File: config.mk
export PLATFORM = sky130hd
export DESIGN_NAME = elevator_ctrl_flat
export DESIGN_NICKNAME = d
export VERILOG_FILES = /design/src/rtl/elevator_pkg.sv /design/src/rtl/elevator_ctrl_if.sv /design/src/rtl/elevator_ctrl_req_scan.sv /design/src/rtl/elevator_ctrl.sv /design/src/flat_wrapper.sv
export SDC_FILE = /design/constraint.sdc
export NUM_CORES = 1
export LEC_CHECK = 0
export CORE_MARGIN = 5
export CORE_UTILIZATION = 35
export DETAILED_ROUTE_END_ITERATION = 16
export SLEW_MARGIN = 20
export SYNTH_ARGS = -nofsm -noshare
export SYNTH_HDL_FRONTEND = slang
export SYNTH_SLANG_ARGS = --single-unit
File: constraint.sdc
create_clock -name clk -period 3.1 [get_ports clk]
set_input_delay 0.93 -clock clk [delete_from_list [all_inputs] [get_ports clk]]
set_output_delay 0.93 -clock clk [all_outputs]
set_load 0.1 [all_outputs]
File: src/rtl/elevator_pkg.sv
// elevator_pkg: shared FSM state encoding for the elevator controller
package elevator_pkg;
  typedef enum logic [1:0] {IDLE = 2'd0, UP = 2'd1, DOWN = 2'd2, DOOR = 2'd3} state_t;
endpackage

File: src/rtl/elevator_ctrl_if.sv
// elevator_ctrl_if: call-button inputs and car/door/display outputs of the controller
interface elevator_ctrl_if #(
  parameter int FLOORS  = 8,
  parameter int FLOOR_W = $clog2(FLOORS)
) ();
  import elevator_pkg::*;
  logic [FLOORS-1:0]  call_req;
  logic [FLOOR_W-1:0] floor;
  logic               dir_up;
  logic               moving;
  logic               door_open;
  logic [FLOORS-1:0]  pending;
  state_t             state;
  modport master (input call_req, output floor, dir_up, moving, door_open, pending, state);
  modport slave  (output call_req, input floor, dir_up, moving, door_open, pending, state);
endinterface

File: src/rtl/elevator_ctrl_req_scan.sv
// req_scan: flags outstanding calls above, below and at a given floor
module req_scan #(
  parameter int FLOORS  = 8,
  parameter int FLOOR_W = $clog2(FLOORS)
) (
  input  logic [FLOORS-1:0]  pend,
  input  logic [FLOOR_W-1:0] floor,
  output logic               above,
  output logic               below,
  output logic               here
);
  // OR-reduce the call vector on each side of the floor
  always_comb begin
    above = 1'b0;
    below = 1'b0;
    for (int i = 0; i < FLOORS; i++) begin
      above = above | (pend[i] & (i > int'(floor)));
      below = below | (pend[i] & (i < int'(floor)));
    end
    here = pend[floor];
  end
endmodule

File: src/rtl/elevator_ctrl.sv
// elevator_ctrl: SCAN-order elevator controller with travel and door dwell timers
module elevator_ctrl
  import elevator_pkg::*;
#(
  parameter int FLOORS      = 8,
  parameter int MOVE_CYCLES = 4,
  parameter int DOOR_CYCLES = 6
) (
  input logic clk,
  input logic rst,
  elevator_ctrl_if.master bus
);
  localparam int FLOOR_W = $clog2(FLOORS);
  localparam int MW = MOVE_CYCLES > 1 ? $clog2(MOVE_CYCLES) : 1;
  localparam int DW = DOOR_CYCLES > 1 ? $clog2(DOOR_CYCLES) : 1;
  state_t             state;
  logic [FLOOR_W-1:0] cur_floor, scan_floor;
  logic               dir_up;
  logic [FLOORS-1:0]  pending, pend_nxt, here_mask, clr;
  logic [MW-1:0]      move_cnt;
  logic [DW-1:0]      door_cnt;
  logic               above, below, here, arrive, go_up, go_down, enter_door;
  // Calls for the floor whose door is already open are dropped; decisions look at the floor the car will occupy after this edge
  always_comb begin
    here_mask  = '0;
    here_mask[cur_floor] = 1'b1;
    pend_nxt   = pending | (bus.call_req & ~(state == DOOR ? here_mask : '0));
    arrive     = (state == UP || state == DOWN) && move_cnt == MW'(MOVE_CYCLES - 1);
    scan_floor = arrive ? (state == UP ? cur_floor + FLOOR_W'(1) : cur_floor - FLOOR_W'(1)) : cur_floor;
    go_up      = dir_up ? above : (above && !below);
    go_down    = dir_up ? (below && !above) : below;
    enter_door = here && (state == IDLE || arrive);
    clr        = '0;
    clr[scan_floor] = enter_door;
  end
  req_scan #(.FLOORS(FLOORS)) u_scan (
    .pend  (pend_nxt),
    .floor (scan_floor),
    .above (above),
    .below (below),
    .here  (here)
  );
  // Controller FSM: position, direction, timers and latched calls
  always_ff @(posedge clk) begin
    if (rst) begin
      state     <= IDLE;
      cur_floor <= '0;
      dir_up    <= 1'b1;
      pending   <= '0;
      move_cnt  <= '0;
      door_cnt  <= '0;
    end else begin
      pending <= pend_nxt & ~clr;
      case (state)
        IDLE: begin
          door_cnt <= '0;
          move_cnt <= '0;
          if (here) state <= DOOR;
          else if (go_up) begin
            state  <= UP;
            dir_up <= 1'b1;
          end else if (go_down) begin
            state  <= DOWN;
            dir_up <= 1'b0;
          end
        end
        UP, DOWN: begin
          if (arrive) begin
            cur_floor <= scan_floor;
            move_cnt  <= '0;
            door_cnt  <= '0;
            if (here) state <= DOOR;
            else if (!(state == UP ? above : below)) state <= IDLE;
          end else move_cnt <= move_cnt + MW'(1);
        end
        DOOR: begin
          if (door_cnt == DW'(DOOR_CYCLES - 1)) begin
            state    <= IDLE;
            door_cnt <= '0;
          end else door_cnt <= door_cnt + DW'(1);
        end
        default: state <= IDLE;
      endcase
    end
  end
  assign bus.state     = state;
  assign bus.floor     = cur_floor;
  assign bus.dir_up    = dir_up;
  assign bus.pending   = pending;
  assign bus.moving    = state == UP || state == DOWN;
  assign bus.door_open = state == DOOR;
endmodule

File: src/flat_wrapper.sv
// flat-port wrapper written by rule: the top's interface ports become plain ports
module elevator_ctrl_flat import elevator_pkg::*;
#(
  parameter int FLOORS      = 8,
  parameter int MOVE_CYCLES = 4,
  parameter int DOOR_CYCLES = 6
)
  (clk, rst, bus_call_req, bus_floor, bus_dir_up, bus_moving, bus_door_open, bus_pending, bus_state);
  elevator_ctrl_if #(.FLOORS(FLOORS)) bus_i ();
  input logic clk;
  input logic rst;
  input wire logic [$bits(bus_i.call_req)-1:0] bus_call_req;
  output wire logic [$bits(bus_i.floor)-1:0] bus_floor;
  output wire logic [$bits(bus_i.dir_up)-1:0] bus_dir_up;
  output wire logic [$bits(bus_i.moving)-1:0] bus_moving;
  output wire logic [$bits(bus_i.door_open)-1:0] bus_door_open;
  output wire logic [$bits(bus_i.pending)-1:0] bus_pending;
  output wire logic [$bits(bus_i.state)-1:0] bus_state;
  assign bus_i.call_req = bus_call_req;
  assign bus_floor = bus_i.floor;
  assign bus_dir_up = bus_i.dir_up;
  assign bus_moving = bus_i.moving;
  assign bus_door_open = bus_i.door_open;
  assign bus_pending = bus_i.pending;
  assign bus_state = bus_i.state;
  elevator_ctrl #(.FLOORS(FLOORS), .MOVE_CYCLES(MOVE_CYCLES), .DOOR_CYCLES(DOOR_CYCLES)) u_core (.clk(clk), .rst(rst), .bus(bus_i));
endmodule
==> metrics.txt, run 1 <==
leak pwr=~0.69 nW; clock transition time at the flip-flop clock pins of the worst setup and hold paths=around 70 ps; part of the power in the clock network=0.134; P&R area growth vs syn=37.2%; power density relative to cell area=about 690 nW/um2; detailed-routed wire length on met3=219 um; switching power total=0.000650 W; Reg-to-Reg Start=u_core.bus.state[1]; Syn Std Cell Area=1370 um2; final setup violating endpoints=0; worst clock skew on the final layout=~2.4 ps; Detail Route Antenna Nets=0; outcome=finished, final reports clean; register-to-register setup slack=roughly 33 ps; violation count after the first detailed-routing iteration=83; Top Ports=26; RSZ-0062 raised after global routing=yes; number of maximum-capacitance violations=0; library cell with the highest instance count after synthesis=sky130_fd_sc_hd__dfxtp_1; number of placement rows=22; worst-case clock buffer depth=2; CP endpoint=u_core.bus.state[0]; count of state elements after synthesis=19; clock buffer count from CTS=3; number of global-route vias before repair=1,346; maximum level of the CTS H-tree=1; placeable core region=3720 um2; shortest clock period the worst path allows after layout=3070 ps; pin count of the biggest net entering global routing=21; Period Utilization, post-route=0.989; routed length on met2=roughly 1.8 mm; diode insertion count for antenna repair=0; synth warn=0; area leader, netlist=sky130_fd_sc_hd__dfxtp_1; DR vias=1,334; I/O Buffers=25; total iterations of the first detailed-routing run=4; clock network latency to the later pin of the worst-skew pair=250 ps; top cells by area in the synthesized netlist=sky130_fd_sc_hd__dfxtp_1 (28%), sky130_fd_sc_hd__a21oi_1 (5.1%), sky130_fd_sc_hd__nor2_1 (4.7%); Post-Synthesis Mean Instance Area=slightly below 9 um2; synthesized instance count=156; worst voltage drop across the vdd grid=0.966 mV; number of nets at the end of the flow=210; instance area after placement=1780 um2; Mapped Nets=between 150 and 200; TritonCTS clock tree=built; Critical Path End Type=register; fill cell instance count of the final layout=352; chip width=around 73 um; Primary FF master, synth=sky130_fd_sc_hd__dfxtp_1; Overall Global Routing Usage=0.149; final design area excluding fillers=about 1900 um2; post-placement worst setup slack=~2.3 ps; die outline height=72.5 um; final number of max-transition violations=0; Max transition margin=0.634; register area share after synthesis=0.278; Post-synth EDFFs=0; number of remaining DRC errors=0; final worst-path setup slack=32.7 ps; FF-to-FF path depth=11; cell-internal power=0.000643 W; endpoint of the worst-slack reg-to-reg timing path=u_core.bus.state[0]; Tightest Pin Transition=542 ps; TritonCTS sink count=19; path category of the worst min-delay check=register to register; commonest cells in the netlist=sky130_fd_sc_hd__dfxtp_1 (19), sky130_fd_sc_hd__nor2_1 (17), sky130_fd_sc_hd__a21oi_1 (14), sky130_fd_sc_hd__nand2_1 (8); layout cells sized above 1=0.363; residual overflow from global routing=0; kind of critical path=register to register; number of distinct standard cells referenced by the synthesized netlist=59; uppermost signal routing layer after detailed routing=met4; Peak Freq=0.326 GHz; half-perimeter wire length of the detailed placement result=2.84 mm; WP data required=3260 ps; root buffer cell=sky130_fd_sc_hd__clkbuf_8; startpoint type of the worst setup path=register; routed metal-1 wire length=1.62 mm; antenna violations before repair=0; weighted congestion at the end of routability-driven global placement=between 0.9 and 1; portion of total power attributed to sequential cells=0.246; Total Die Area=5260 um2; number of failing hold endpoints at the final stage=0; first-pass GRT wire length=approximately 6.3 mm; maximum fanout along the worst path=4; Sw Share=0.503; worst endpoint data arrival time=3230 ps; area share of the largest cell type after synthesis=0.278; total routed wirelength=roughly 3.7 mm; post-DR vias/cell=5.54; proportion of register bits with asynchronous set or reset after synthesis=0; DR WL/cell=about 15 um; starting density of the core=0.368; launch point of the critical path=u_core.bus.state[1]; fraction of power consumed by combinational cells=0.620
==> stage by stage <==
step	power, W	hold WS (ps)	std cells	TNS, ps	util
6_report	0.00129	524	241	0	0.505
5_1_grt	0.00138	559	241	-123	0.505
4_1_cts	0.00127	526	241	0	0.490
3_5_place_dp	0.00109	507	237	0	0.478
3_3_place_gp	0.00108	472	237	0	0.478
2_1_floorplan	0.000945	458	156	-71.9	-
==> worst min-delay path by stage <==
stage	startpoint	end	slack, ps	cells past startpoint
after global placement	u_core.move_cnt[1]	u_core.move_cnt[1]	470	2
after floorplan	u_core.move_cnt[1]	u_core.move_cnt[1]	460	2
after global routing	u_core.door_cnt[2]	u_core.door_cnt[2]	560	2
final	u_core.door_cnt[2]	u_core.door_cnt[2]	520	2
after CTS	u_core.door_cnt[2]	u_core.door_cnt[2]	530	2
after detailed placement	u_core.door_cnt[2]	u_core.door_cnt[2]	510	2
==> state kept, by name, summed over array words and instances, names as in the netlist <==
name and flops:
u_core.bus.pending 8, u_core.bus.floor 3, u_core.door_cnt 3, u_core.bus.state 2, u_core.move_cnt 2, u_core.bus.dir_up 1
==> kinds of logic (layout without fill, tap and decap cells) <==
logic type                 after synthesis  count (layout)  synth area share
buffers and inverters                   14              51            0.0549
and+or+nand+nor                         53              53             0.231
xor gates and xnor gates                 4               4            0.0393
adders and majority gates                6               6            0.0604
muxes                                    2               2            0.0238
AOI/OAI and AO/OA                       58              58             0.312
DFF                                     19              19             0.278
==> cell usage in the layout, fill, tap and decap left out, drive strengths merged, types with 3 or more instances in the layout <==
cell type | netlist | layout
nor2 | 17 | 17
o21ai | 8 | 8
dfxtp | 19 | 19
ha | 5 | 5
a211oi | 6 | 6
nor3 | 5 | 5
inv | 6 | 6
buf | 5 | 31
a21oi | 21 | 21
xnor2 | 3 | 3
nand4bb | 3 | 3
clkdlybuf4s50 | 0 | 9
a311oi | 4 | 4
nand4b | 4 | 4
clkbuf | 2 | 4
nand2 | 10 | 10
==> final cells by class <==
type | count | area [um2] | share of cell area
Multi-Input combinational cell | 123 | 1020 | 0.541
Timing Repair Buffer | 40 | 327 | 0.174
Inverter | 7 | 33.8 | 0.0180
Clock buffer | 4 | 45.0 | 0.0240
Tap cell | 48 | 60.1 | 0.0320
Sequential cell | 19 | 395 | 0.211
==> power by group through the flow <==
stage	Sequential, W	Combinational [W]	Clock [W]
global placement	0.000322	0.000756	0
detailed placement	0.000325	0.000765	0
floorplan	0.000471	0.000474	0
finish	0.000318	0.000801	0.000173
global route	0.000324	0.000857	0.000194
CTS	0.000319	0.000767	0.000183
==> critical path: stages (launching register included) <==
cell	delay, ps
sky130_fd_sc_hd__dfxtp_4	380
sky130_fd_sc_hd__inv_4	50
sky130_fd_sc_hd__ha_4	180
sky130_fd_sc_hd__fa_2	550
sky130_fd_sc_hd__and3b_2	250
sky130_fd_sc_hd__a21boi_2	170
sky130_fd_sc_hd__o22ai_2	120
sky130_fd_sc_hd__a311o_1	320
sky130_fd_sc_hd__o21a_1	130
sky130_fd_sc_hd__o32a_1	330
sky130_fd_sc_hd__or4_4	420
sky130_fd_sc_hd__o31ai_2	70
==> metal layers <==
layer	global-route usage	vias up
li1	-	663
met4	0.0410	0
met2	0.258	33
met5	0	-
met1	0.184	632
met3	0.0374	6
==> repair_timing <==
item / CTS / global route
hold buffers: 0 / 0
endpoints found under the setup margin: 0 / 1
buffers inserted: 0 / 0
resized for setup: 0 / 12
hold endpoints to repair: 0 / 0
(Power assumes the default switching activity.)
==> run 2: changes to the inputs <==
clock period = 2.9 ns   (was 3.1 ns; I/O delays follow)
==> metrics.txt, run 2 (synthesis gave the netlist of run 1 again) <==
clock transition time at the flip-flop clock pins of the worst setup and hold paths=80 ps (about the same); Final Total Pwr=0.00147 W (+14%); Detail Route Antenna Nets=0 (unchanged); shortest clock period the worst path allows after layout=2970 ps (-102 ps); post-DR vias/cell=5.43 (-1.9%); WP data required=3080 ps (-180 ps); Total Die Area=5260 um2 (unchanged); pin count of the biggest net entering global routing=20 (-4.8%); most frequent standard cell in the layout excluding fill and tap cells=sky130_fd_sc_hd__buf_4; TritonCTS clock tree=built; fill cell instance count of the final layout=359 (+2.0%); maximum level of the CTS H-tree=1 (unchanged); combined area of the multi-input logic cells=991 um2 (-2.5%); register-to-register setup slack=-70 ps (-100 ps); root buffer cell=sky130_fd_sc_hd__clkbuf_8; startpoint type of the worst setup path=register; residual overflow from global routing=0 (unchanged); maximum fanout along the worst path=4 (unchanged); end of the worst hold path=u_core.move_cnt[1]; Reg-to-Reg Start=u_core.bus.state[1]; instance area after placement=1900 um2 (+7.2%); clock network latency to the later pin of the worst-skew pair=260 ps (about the same); P&R area growth vs syn=46.2%; Period Utilization, post-route=1.02 (+0.0331); worst-case clock buffer depth=2 (unchanged); worst clock skew on the final layout=4.97 ps (+2.57 ps); violation count after the first detailed-routing iteration=96 (+16%); logic depth of the worst setup path including buffers=12 (+1); storage element area=395 um2 (unchanged); final setup violating endpoints=1 (+1); die outline height=72.5 um (unchanged); worst endpoint data arrival time=3140 ps (-90 ps); placeable core region=3720 um2 (unchanged); number of remaining DRC errors=0 (unchanged); Critical Path End Type=register; largest register by flop count=u_core.bus.pending; diode insertion count for antenna repair=0 (unchanged); Peak Freq=0.337 GHz (+3.4%); crit path max-delay cell type=sky130_fd_sc_hd__fa_2; highest-count cells in the layout ignoring fill and taps=sky130_fd_sc_hd__buf_4 (51), sky130_fd_sc_hd__nor2_1 (17), sky130_fd_sc_hd__dfxtp_1 (15), sky130_fd_sc_hd__a21oi_1 (13), sky130_fd_sc_hd__clkdlybuf4s50_1 (9); antenna violations before repair=0 (unchanged); worst hold start=u_core.move_cnt[1]; kind of critical path=register to register; RSZ-0062 raised after global routing=yes; leak pwr=0.789 nW (+14%); final design area excluding fillers=2000 um2 (+6.5%); layout cells sized above 1=0.427 (+0.0645); Tightest Pin Transition=435 ps (-107 ps); crit-path max cell delay=540 ps (about the same); path category of the worst min-delay check=register to register; total routed wirelength=4.14 mm (+11%); critical path buffer and inverter count=2 (+1); chip width=72.5 um (unchanged); kind of cell with the highest combined delay on the critical path=simple AND/OR/NAND/NOR gates; Overall Global Routing Usage=0.168 (+0.0183); TritonCTS sink count=19 (unchanged); final number of max-transition violations=0 (unchanged); DR WL/cell=15.9 um (+2.5%); number of failing hold endpoints at the final stage=0 (unchanged); number of nets at the end of the flow=230 (+9.5%); endpoint of the worst-slack reg-to-reg timing path=u_core.bus.state[0]; outcome=finished, violations left; total iterations of the first detailed-routing run=4 (unchanged); setup tns final=-65.5 ps (-65.5 ps); violated checks=setup timing; flip-flop count of the largest register, all copies and words added=8 (unchanged); cell-by-cell trace of the critical path=inv_4 > ha_4 > fa_2 > and3b_2 > a21oi_2 > buf_4 > nor2_1 > o22ai_2 > nand3_2 > o2111a_1 > or4_1 > o31ai_1; half-perimeter wire length of the detailed placement result=3.27 mm (+15%); starting density of the core=0.368 (unchanged); clock buffer count from CTS=3 (unchanged); I/O Buffers=25 (unchanged); weighted congestion at the end of routability-driven global placement=0.859 (-11%); FF-to-FF path depth=12 (+1); number of cells on the worst hold path=2 (unchanged); power density relative to cell area=735 nW/um2 (+6.7%); Max transition margin=0.708 (+0.0740); final worst-path setup slack=-65.5 ps (-98.1 ps); number of global-route vias before repair=1,460 (+8.5%); Top Ports=26 (unchanged); DR vias=1,417 (+6.2%); number of maximum-capacitance violations=0 (unchanged); first-pass GRT wire length=7.01 mm (+11%); number of placement rows=22 (unchanged); worst voltage drop across the vdd grid=0.707 mV (-27%)
-- run 2: changes by cell type in the layout (fill, tap and decap cells not counted), sizes merged --
cell	previous run	this run
clkbuf	4	3
buf	31	51
clkinv	1	2
-- run 2: worst max path at each step --
stage	start	slack (ps)	endpoint
floorplan	u_core.bus.floor[0]	-270	u_core.bus.state[0]
global placement	bus_call_req[7]	-110	u_core.bus.state[0]
detailed placement	bus_call_req[7]	-140	u_core.bus.state[0]
CTS	u_core.bus.state[1]	-30	u_core.bus.state[0]
global route	u_core.bus.state[1]	-170	u_core.bus.state[0]
finish	u_core.bus.state[1]	-70	u_core.bus.state[0]
-- run 2: worst min-delay path, delay by kind of cell (launching register included) --
family           cells  cell delay [ps]
flip-flops           1              340
AND/OR/NAND/NOR      1               70
AO/OA/AOI/OAI        1               70
-- run 2: routing by layer --
layer  global-route usage  share of wire  vias up
met2                0.314           0.50       30
met3               0.0249          0.042        3
met1                0.203           0.45      682
met4               0.0307         0.0056        0
li1                     -              -      702
met5                    0              0        -
-- run 2: cell type report --
| class | count | area share |
|---|---|---|
| Sequential cell | 19 | 0.198 |
| Inverter | 7 | 0.0169 |
| Clock inverter | 1 | 0.00250 |
| Timing Repair Buffer | 60 | 0.237 |
| Clock buffer | 3 | 0.0207 |
| Multi-Input combinational cell | 123 | 0.496 |
| Tap cell | 48 | 0.0300 |
-- run 2: power by group --
| group | leakage (nW) | internal (W) | total (W) | switching [W] |
|---|---|---|---|---|
| sequential | 0.159 | 0.000301 | 0.000332 | 0.0000314 |
| combinational | 0.604 | 0.000345 | 0.000942 | 0.000597 |
| clock | 0.0255 | 0.0000958 | 0.000195 | 0.0000991 |
-- run 2: stage by stage --
| stage | utilization | instances | setup slack [ps] | hold slack [ps] |
|---|---|---|---|---|
| global placement | 0.512 | 254 | -110 | 470 |
| CTS | 0.528 | 258 | -31.2 | 520 |
| finish | 0.538 | 261 | -65.5 | 511 |
| global route | 0.538 | 261 | -165 | 565 |
| detailed placement | 0.512 | 254 | -144 | 501 |
| floorplan | - | 156 | -272 | 458 |
-- run 2: repair_timing --
item                       4_1_cts  5_1_grt
buffers inserted                 0        3
gates resized for setup          2        7
hold buffers                     0        0
setup endpoints to repair        2        5
pin swaps                        1        3
